### src/rtl/axi_wr_slave_pkg.sv
// Shared write-channel protocol definitions: FSM encoding, default widths
// and the bit positions of the fields packed into BRESP.
package axi_wr_slave_pkg;

    localparam int ADDR_W_DEF    = 8;
    localparam int DATA_W_DEF    = 8;
    localparam int ID_W_DEF      = 4;
    localparam int MAX_BEATS_DEF = 16;

    localparam logic [1:0] ST_IDLE = 2'd0;
    localparam logic [1:0] ST_DATA = 2'd1;
    localparam logic [1:0] ST_RESP = 2'd2;

    // BRESP = {BID, ERR}
    localparam int BRESP_ERR_BIT = 0;
    localparam int BRESP_ID_LSB  = 1;

endpackage

### src/rtl/axi_byte_ram.sv
// Byte-wide memory: one synchronous write port, one asynchronous read port.
// Contents are deliberately never reset.
module axi_byte_ram #(
    parameter int ADDR_W = 8,
    parameter int DATA_W = 8
) (
    input  logic              clk,
    input  logic              we,
    input  logic [ADDR_W-1:0] waddr,
    input  logic [DATA_W-1:0] wdata,
    input  logic [ADDR_W-1:0] raddr,
    output logic [DATA_W-1:0] rdata
);

    logic [DATA_W-1:0] mem [2**ADDR_W];

    always_ff @(posedge clk) begin
        if (we) begin
            mem[waddr] <= wdata;
        end
    end

    assign rdata = mem[raddr];

endmodule

### src/rtl/axi_wr_slave.sv
// Single-outstanding AXI-style write slave: accepts one address, a burst of
// byte beats into a local RAM, then returns {ID, ERR} on the B channel.
module axi_wr_slave
    import axi_wr_slave_pkg::*;
#(
    parameter int ADDR_W    = ADDR_W_DEF,
    parameter int DATA_W    = DATA_W_DEF,
    parameter int ID_W      = ID_W_DEF,
    parameter int MAX_BEATS = MAX_BEATS_DEF
) (
    input  logic                   clk,
    input  logic                   rst,
    input  logic                   AWVALID,
    input  logic [ADDR_W+ID_W-1:0] AWIN,
    output logic                   AWREADY,
    input  logic                   WVALID,
    input  logic [DATA_W-1:0]      WDATA,
    input  logic                   WLAST,
    output logic                   WREADY,
    output logic                   BVALID,
    output logic [ID_W:0]          BRESP,
    input  logic                   BREADY,
    input  logic [ADDR_W-1:0]      dbg_addr,
    output logic [DATA_W-1:0]      dbg_data
);

    localparam int CNT_W = $clog2(MAX_BEATS + 1);
    localparam logic [CNT_W-1:0] LAST_CNT = CNT_W'(MAX_BEATS - 1);

    logic [1:0]        state_q, state_d;
    logic [ADDR_W-1:0] addr_q, addr_d;
    logic [ID_W-1:0]   id_q, id_d;
    logic [CNT_W-1:0]  beat_cnt_q, beat_cnt_d;
    logic              err_q, err_d;
    logic              awready_q, awready_d;
    logic              wready_q, wready_d;
    logic              bvalid_q, bvalid_d;
    logic [ID_W:0]     bresp_q, bresp_d;
    logic              mem_we;

    always_comb begin
        state_d    = state_q;
        addr_d     = addr_q;
        id_d       = id_q;
        beat_cnt_d = beat_cnt_q;
        err_d      = err_q;
        mem_we     = 1'b0;
        case (state_q)
            ST_IDLE: begin
                if (AWVALID && awready_q) begin
                    addr_d     = AWIN[ADDR_W+ID_W-1:ID_W];
                    id_d       = AWIN[ID_W-1:0];
                    beat_cnt_d = '0;
                    err_d      = 1'b0;
                    state_d    = ST_DATA;
                end
            end
            ST_DATA: begin
                if (WVALID && wready_q) begin
                    mem_we     = 1'b1;
                    addr_d     = addr_q + ADDR_W'(1);
                    beat_cnt_d = beat_cnt_q + CNT_W'(1);
                    // A later beat landing on address 0 means the burst wrapped.
                    if (beat_cnt_q != '0 && addr_q == '0) begin
                        err_d = 1'b1;
                    end
                    if (WLAST) begin
                        state_d = ST_RESP;
                    end else if (beat_cnt_q == LAST_CNT) begin
                        err_d   = 1'b1;
                        state_d = ST_RESP;
                    end
                end
            end
            ST_RESP: begin
                if (BREADY && bvalid_q) begin
                    state_d = ST_IDLE;
                end
            end
            default: state_d = ST_IDLE;
        endcase

        // Handshake outputs are registered, so derive them from the next state.
        awready_d = (state_d == ST_IDLE);
        wready_d  = (state_d == ST_DATA);
        bvalid_d  = (state_d == ST_RESP);
        bresp_d   = '0;
        bresp_d[BRESP_ERR_BIT]           = err_d;
        bresp_d[BRESP_ID_LSB +: ID_W]    = id_d;
    end

    always_ff @(posedge clk or posedge rst) begin
        if (rst) begin
            state_q    <= ST_IDLE;
            addr_q     <= '0;
            id_q       <= '0;
            beat_cnt_q <= '0;
            err_q      <= 1'b0;
            awready_q  <= 1'b0;
            wready_q   <= 1'b0;
            bvalid_q   <= 1'b0;
            bresp_q    <= '0;
        end else begin
            state_q    <= state_d;
            addr_q     <= addr_d;
            id_q       <= id_d;
            beat_cnt_q <= beat_cnt_d;
            err_q      <= err_d;
            awready_q  <= awready_d;
            wready_q   <= wready_d;
            bvalid_q   <= bvalid_d;
            bresp_q    <= bresp_d;
        end
    end

    assign AWREADY = awready_q;
    assign WREADY  = wready_q;
    assign BVALID  = bvalid_q;
    assign BRESP   = bresp_q;

    axi_byte_ram #(
        .ADDR_W(ADDR_W),
        .DATA_W(DATA_W)
    ) u_ram (
        .clk  (clk),
        .we   (mem_we),
        .waddr(addr_q),
        .wdata(WDATA),
        .raddr(dbg_addr),
        .rdata(dbg_data)
    );

endmodule

### config.mk
export PLATFORM = sky130hd
export DESIGN_NAME = axi_wr_slave
export DESIGN_NICKNAME = d
export VERILOG_FILES = /design/src/rtl/axi_wr_slave_pkg.sv /design/src/rtl/axi_byte_ram.sv /design/src/rtl/axi_wr_slave.sv
export SDC_FILE = /design/constraint.sdc
export NUM_CORES = 2
export LEC_CHECK = 0
export CAP_MARGIN = 20
export CORE_MARGIN = 2
export CORE_UTILIZATION = 55
export DETAILED_ROUTE_END_ITERATION = 8
export PLACE_DENSITY = 0.77
export SLEW_MARGIN = 20
export SYNTH_ARGS = -nofsm -noshare
export SYNTH_HDL_FRONTEND = slang
export SYNTH_SLANG_ARGS = --single-unit
### constraint.sdc
create_clock -name clk -period 3.4 [get_ports clk]
set_input_delay 0.51 -clock clk [delete_from_list [all_inputs] [get_ports clk]]
set_output_delay 0.51 -clock clk [all_outputs]
set_load 0.005 [all_outputs]
After elaboration in Yosys (flattened, before gate mapping)
Memory sizes are Yosys's and may differ from the RTL's.
Cells that the tools add are included.
{ "word_totals": {"mem_bits_ro": 0, "wordCells": 53, "mem_count": 1, "latch_bits": 0, "mem_bits_rw": 2048, "ff_bits": 28} }
{ "classes": {"mul": 0, "n_lt_le_gt_ge": 0, "mux": 24, "eq_ne": 7, "n_bitwise": 0, "add_sub_neg": 2, "shift": 0, "n_reduce_logical": 10, "div_mod_pow": 0} }
{ "memory_table": {"columns": ["memory", "words", "width", "rd", "rd_clocked_by_memory_dff", "wr", "line", "rtl"], "rows": [
  ["u_ram.mem", 256, 8, 1, 0, 1, "axi_byte_ram.sv:15", "logic [DATA_W-1:0] mem [2**ADDR_W];"]
]} }
{ "ops": {"columns": ["cell", "count"], "rows": [
  ["2-to-1 mux 8 bit", 2],
  ["case mux 8 bit (2 select lines)", 1],
  ["2-to-1 mux 2 bit", 5],
  ["2-to-1 mux 5 bit", 2],
  ["case mux 5 bit (2 select lines)", 1],
  ["2-to-1 mux 1 bit", 9],
  ["adder 8 x 1 -> 8 bit (second input constant)", 1],
  ["zero test 8 bit", 1],
  ["2-to-1 mux 4 bit", 2],
  ["case mux 2 bit (3 select lines)", 1],
  ["adder 5 x 1 -> 5 bit (second input constant)", 1],
  ["== test 5 x 4 -> 1 bit (second input constant)", 1],
  ["nonzero test 5 bit", 1],
  ["== test 2 x 1 -> 1 bit (second input constant)", 2],
  ["== test 2 bit (second input constant)", 2],
  ["logical AND 1 bit", 4],
  ["zero test 2 bit", 2],
  ["inequality test 2 bit (second input constant)", 2],
  ["AND reduction 3 bit", 1],
  ["case mux 1 bit (2 select lines)", 1],
  ["nonzero test 2 bit", 1]
]} }

Depth between registers and ports, before layout
{ "logic_depth": {"word_depth": 7, "mapped_depth": 12, "depth_no_buf": 7} }

Hierarchy
Synthesis repeated with hierarchy kept, for this count alone.
{ "unflattened": {"hier_cells": 3856, "area_unflattened_um2": 80619.8} }
{ "by_module_without_submodules": {"columns": ["mod", "area_per_inst_um2", "instances", "seq_area_each_um2", "cells_each"], "rows": [
  ["axi_byte_ram", 79396.1, 1, 61499.0, 3725],
  ["axi_wr_slave", 1223.7, 1, 575.6, 131]
]} }

Worst setup path after synthesis
No wires, ideal clock.
{ "synth_timing": {"path_type": "input to output", "from": "input port dbg_addr[0]", "to": "output port dbg_data[3]", "t_required_ps": 2890, "setup_slack_ps": 622, "path_stages": 9, "arrival_ps": 2268, "cell_sequence": "buf_6 buf_12 buf_8 buf_4 mux4_2 a22oi_1 a21oi_1 nor4_1 nor3_1"} }
{ "synth_between": {"elab_chain_cells": 1} }
{ "synth_lines": {"columns": ["item", "line", "rtl"], "rows": [
  ["start: declaration", "axi_wr_slave.sv:23", "input logic [ADDR_W-1:0] dbg_addr,"],
  ["memory (256 x 8 bit)", null, null],
  ["end: declaration", "axi_wr_slave.sv:24", "output logic [DATA_W-1:0] dbg_data"]
]} }
Every way passes these cells.

Final worst setup path
{ "layout_timing": {"from": "input port dbg_addr[0]", "to": "output port dbg_data[7]"} }
The elaborated chain is that of the path after synthesis.

==> out/results.txt <==
filler instances = 8,806
area leader, netlist = edfxtp_1
Via density = 6.69
Async SR Flop Fraction = 1.11%
pre-CTS WS = -1.55 ns
Die Height = 387 um
DRC errors left = 0
total negative slack = -1.97 ns
metal2 WL = 104,000 um
Die Wd = 387 um
VDD IR max = 0.548 mV
Internal = 41,200 uW
most frequent cells in the layout = 2,048 x edfxtp_1, 577 x buf_4, 408 x mux4_2
max layer used = met5
Clock power frac = 38.3%
root buffer cell = clkbuf_16
GRT Resource Usage Total = 28.3%
met1 WL = 74,300 um
Pwr Total = 53,500 uW
Critical Path AT = 3.23 ns
status = complete, but fails checks
CP Capture Type = output pin
Max Clock Freq = 267 MHz
initial DRC count = 6,958
Core ar. = 0.146 mm^2
Port Buf Inserts = 49
vias in the first global route = 44,300
Worst Path Required = 2.89 ns
pin count of the biggest net entering global routing = 118
DR pass1 iterations = 8
clk_lat worst skew = 0.81 ns
Initial Util = 55.4%
Routed WL = 215,000 um
Yosys reg bits = 2,071
Crit Path Max Fanout = 7
synthesized area per cell = 20.7 um^2
CTS tree = built
crit path capture = dbg_data[7]
R2R depth = 4
commonest non-fill, non-tap cell in the layout = edfxtp_1
power share of the combinational group = 8.5%
Max-slew headroom = 37.7%
Final Hold Fails = 0
actual slew at the worst max-slew pin = 0.935 ns
antenna viol nets, final = 0
Post-Syn Area = 0.0807 mm^2
WL/cell = 32.1 um
Yosys top cell area share = 76.2%
Synth Net Count = 3,939
initial antenna violation count = 9
layout cells sized above 1 = 33.1%
Reg2Reg Capture Point = u_ram.mem[151][5]
cells after synthesis = 3,898
final worst setup slack = -0.340 ns
crit share post-route = 110%
synth unique cells = 61
clock buffer depth = 3
area grow syn2layout = 19.0%
Yosys warning total = 0
cell area after layout = 0.0960 mm^2
max capacitance violation total = 0
sequential area share after synthesis = 76.9%
R2R Setup Slk = 0.38 ns
crit path from = dbg_addr[0]
Remaining Overflow, GRT = 0
Switching Share = 23.0%
Synth Flop Type = edfxtp_1
CP Launch Type = primary input
Final nets = 4,656
FF-to-FF Start = addr_q[4]
CTS H-Tree Depth = 4
Clock Skews = 0.0209 ns
Post-DP HPWL = 129,000 um
Pleak = 0.0315 uW
part of the power in registers = 53.2%
met3 WL = 25,400 um
Reg clk slew, reported paths = 0.06 ns
die area = 0.150 mm^2
failing checks = negative setup slack
first-pass GRT wire length = 308,000 um
Sink Count = 2,071
CTS buffer count = 194
Post-Place Cell Area = 0.0881 mm^2
Vias = 44,700
HP Class = primary input to async pin
P per Cell Area = 557 mW/mm^2
fin crit period = 3.74 ns
top cells by area, synth = edfxtp_1 76%, mux4_2 11%, mux2i_1 1.9%
NetSw = 12,300 uW
Hold-fix buffers, CTS = 0
RSZ-0062 raised after global routing = yes
GP Congestion = 0.932
final setup fails = 8
Core Rows = 140
EDFF count, synth = 2,048
Setup CP Type = primary input to output pin
max-slew violation count = 0
I/O pins = 50
worst min path at each step:
stage / endpoint / cells after the start / startpoint
floorplan: BRESP[1] / 2 / BRESP[1]
global placement: BRESP[1] / 2 / BRESP[1]
detailed placement: BRESP[4] / 2 / BRESP[4]
CTS: WREADY / 2 / rst
global route: BRESP[1] / 3 / AWIN[0]
finish: WREADY / 2 / rst
worst max-delay path, stage by stage:
cell and delay [ns]:
buf_16 0.14, buf_16 0.19, buf_12 0.16, buf_16 0.14
buf_4 0.12, mux4_2 0.49, mux2_2 0.28, o21ai_2 0.21
a21oi_1 0.12, nor4_4 0.49, nor4_4 0.17, buf_2 0.17
flip-flops by register name, summed over array words and instances (netlist names):
register    flops
AWREADY         1
BRESP           5
BVALID          1
WREADY          1
addr_q          8
beat_cnt_q      5
state_q         2
u_ram.mem    2048
power by group through the flow:
stage | Sequential [uW] | Combinational (uW) | Clock, uW
floorplan | 28800 | 2070 | 0
global placement | 28900 | 3950 | 0
detailed placement | 28900 | 4050 | 0
CTS | 28400 | 4370 | 20600
global route | 28400 | 4740 | 21500
finish | 28400 | 4560 | 20500
kinds of logic (layout without fill, tap and decap cells):
logic type	after synthesis	in the layout	share of synthesized area, %
XOR/XNOR	1	1	0.0109
buffers and inverters	248	1121	2.08
AND/OR/NAND/NOR	517	517	2.75
adder cells (fa/ha/maj)	7	7	0.109
other	0	3	0
multiplexers	593	593	14.2
flip-flops	2071	2071	76.9
AO/OA/AOI/OAI	461	461	3.91
Yosys cell counts, drive strengths merged, types with 23 or more instances:
cell and count:
a221oi 23, nor2 282, nand3 39, o21ai 42
mux2i 157, dfrtp 23, a21oi 112, clkbuf 85
a22oi 133, buf 147, o22ai 44, nor3 32
nor4 24, mux4 434, o221ai 42, nand2 90
edfxtp 2048
routing by layer:
metal  vias up  track usage [%]
met5         -                0
met4         2             12.8
met3       620             7.11
met2      3545             45.3
met1     22900             37.2
li1      17700                -
final cells by class:
class | instances | area, um^2 | share of cell area (%)
Sequential cell | 2071 | 62100 | 64.6
Multi-Input combinational cell | 1579 | 18300 | 19.0
Timing Repair Buffer | 754 | 7330 | 7.63
Clock buffer | 240 | 5140 | 5.36
Tap cell | 1917 | 2400 | 2.50
Clock inverter | 112 | 766 | 0.797
Inverter | 15 | 56.3 | 0.0586
Antenna cell | 3 | 7.51 | 0.00782
through the flow:
stage	hold WS (ns)	util, %	std cells
after detailed placement	0.475	60.4	6281
after global routing	0.227	65.9	6690
after floorplan	0.470	-	3898
after global placement	0.464	60.4	6279
final	0.171	65.9	6691
after CTS	0.144	65.5	6661
repair_timing:
item | CTS | global route
endpoints found under the setup margin | 8 | 8
resized for setup | 232 | 95
pin swaps | 51 | 33
setup buffers | 30 | 28
gates cloned | 5 | 0
No activity file was read; power rests on OpenSTA's default activity.
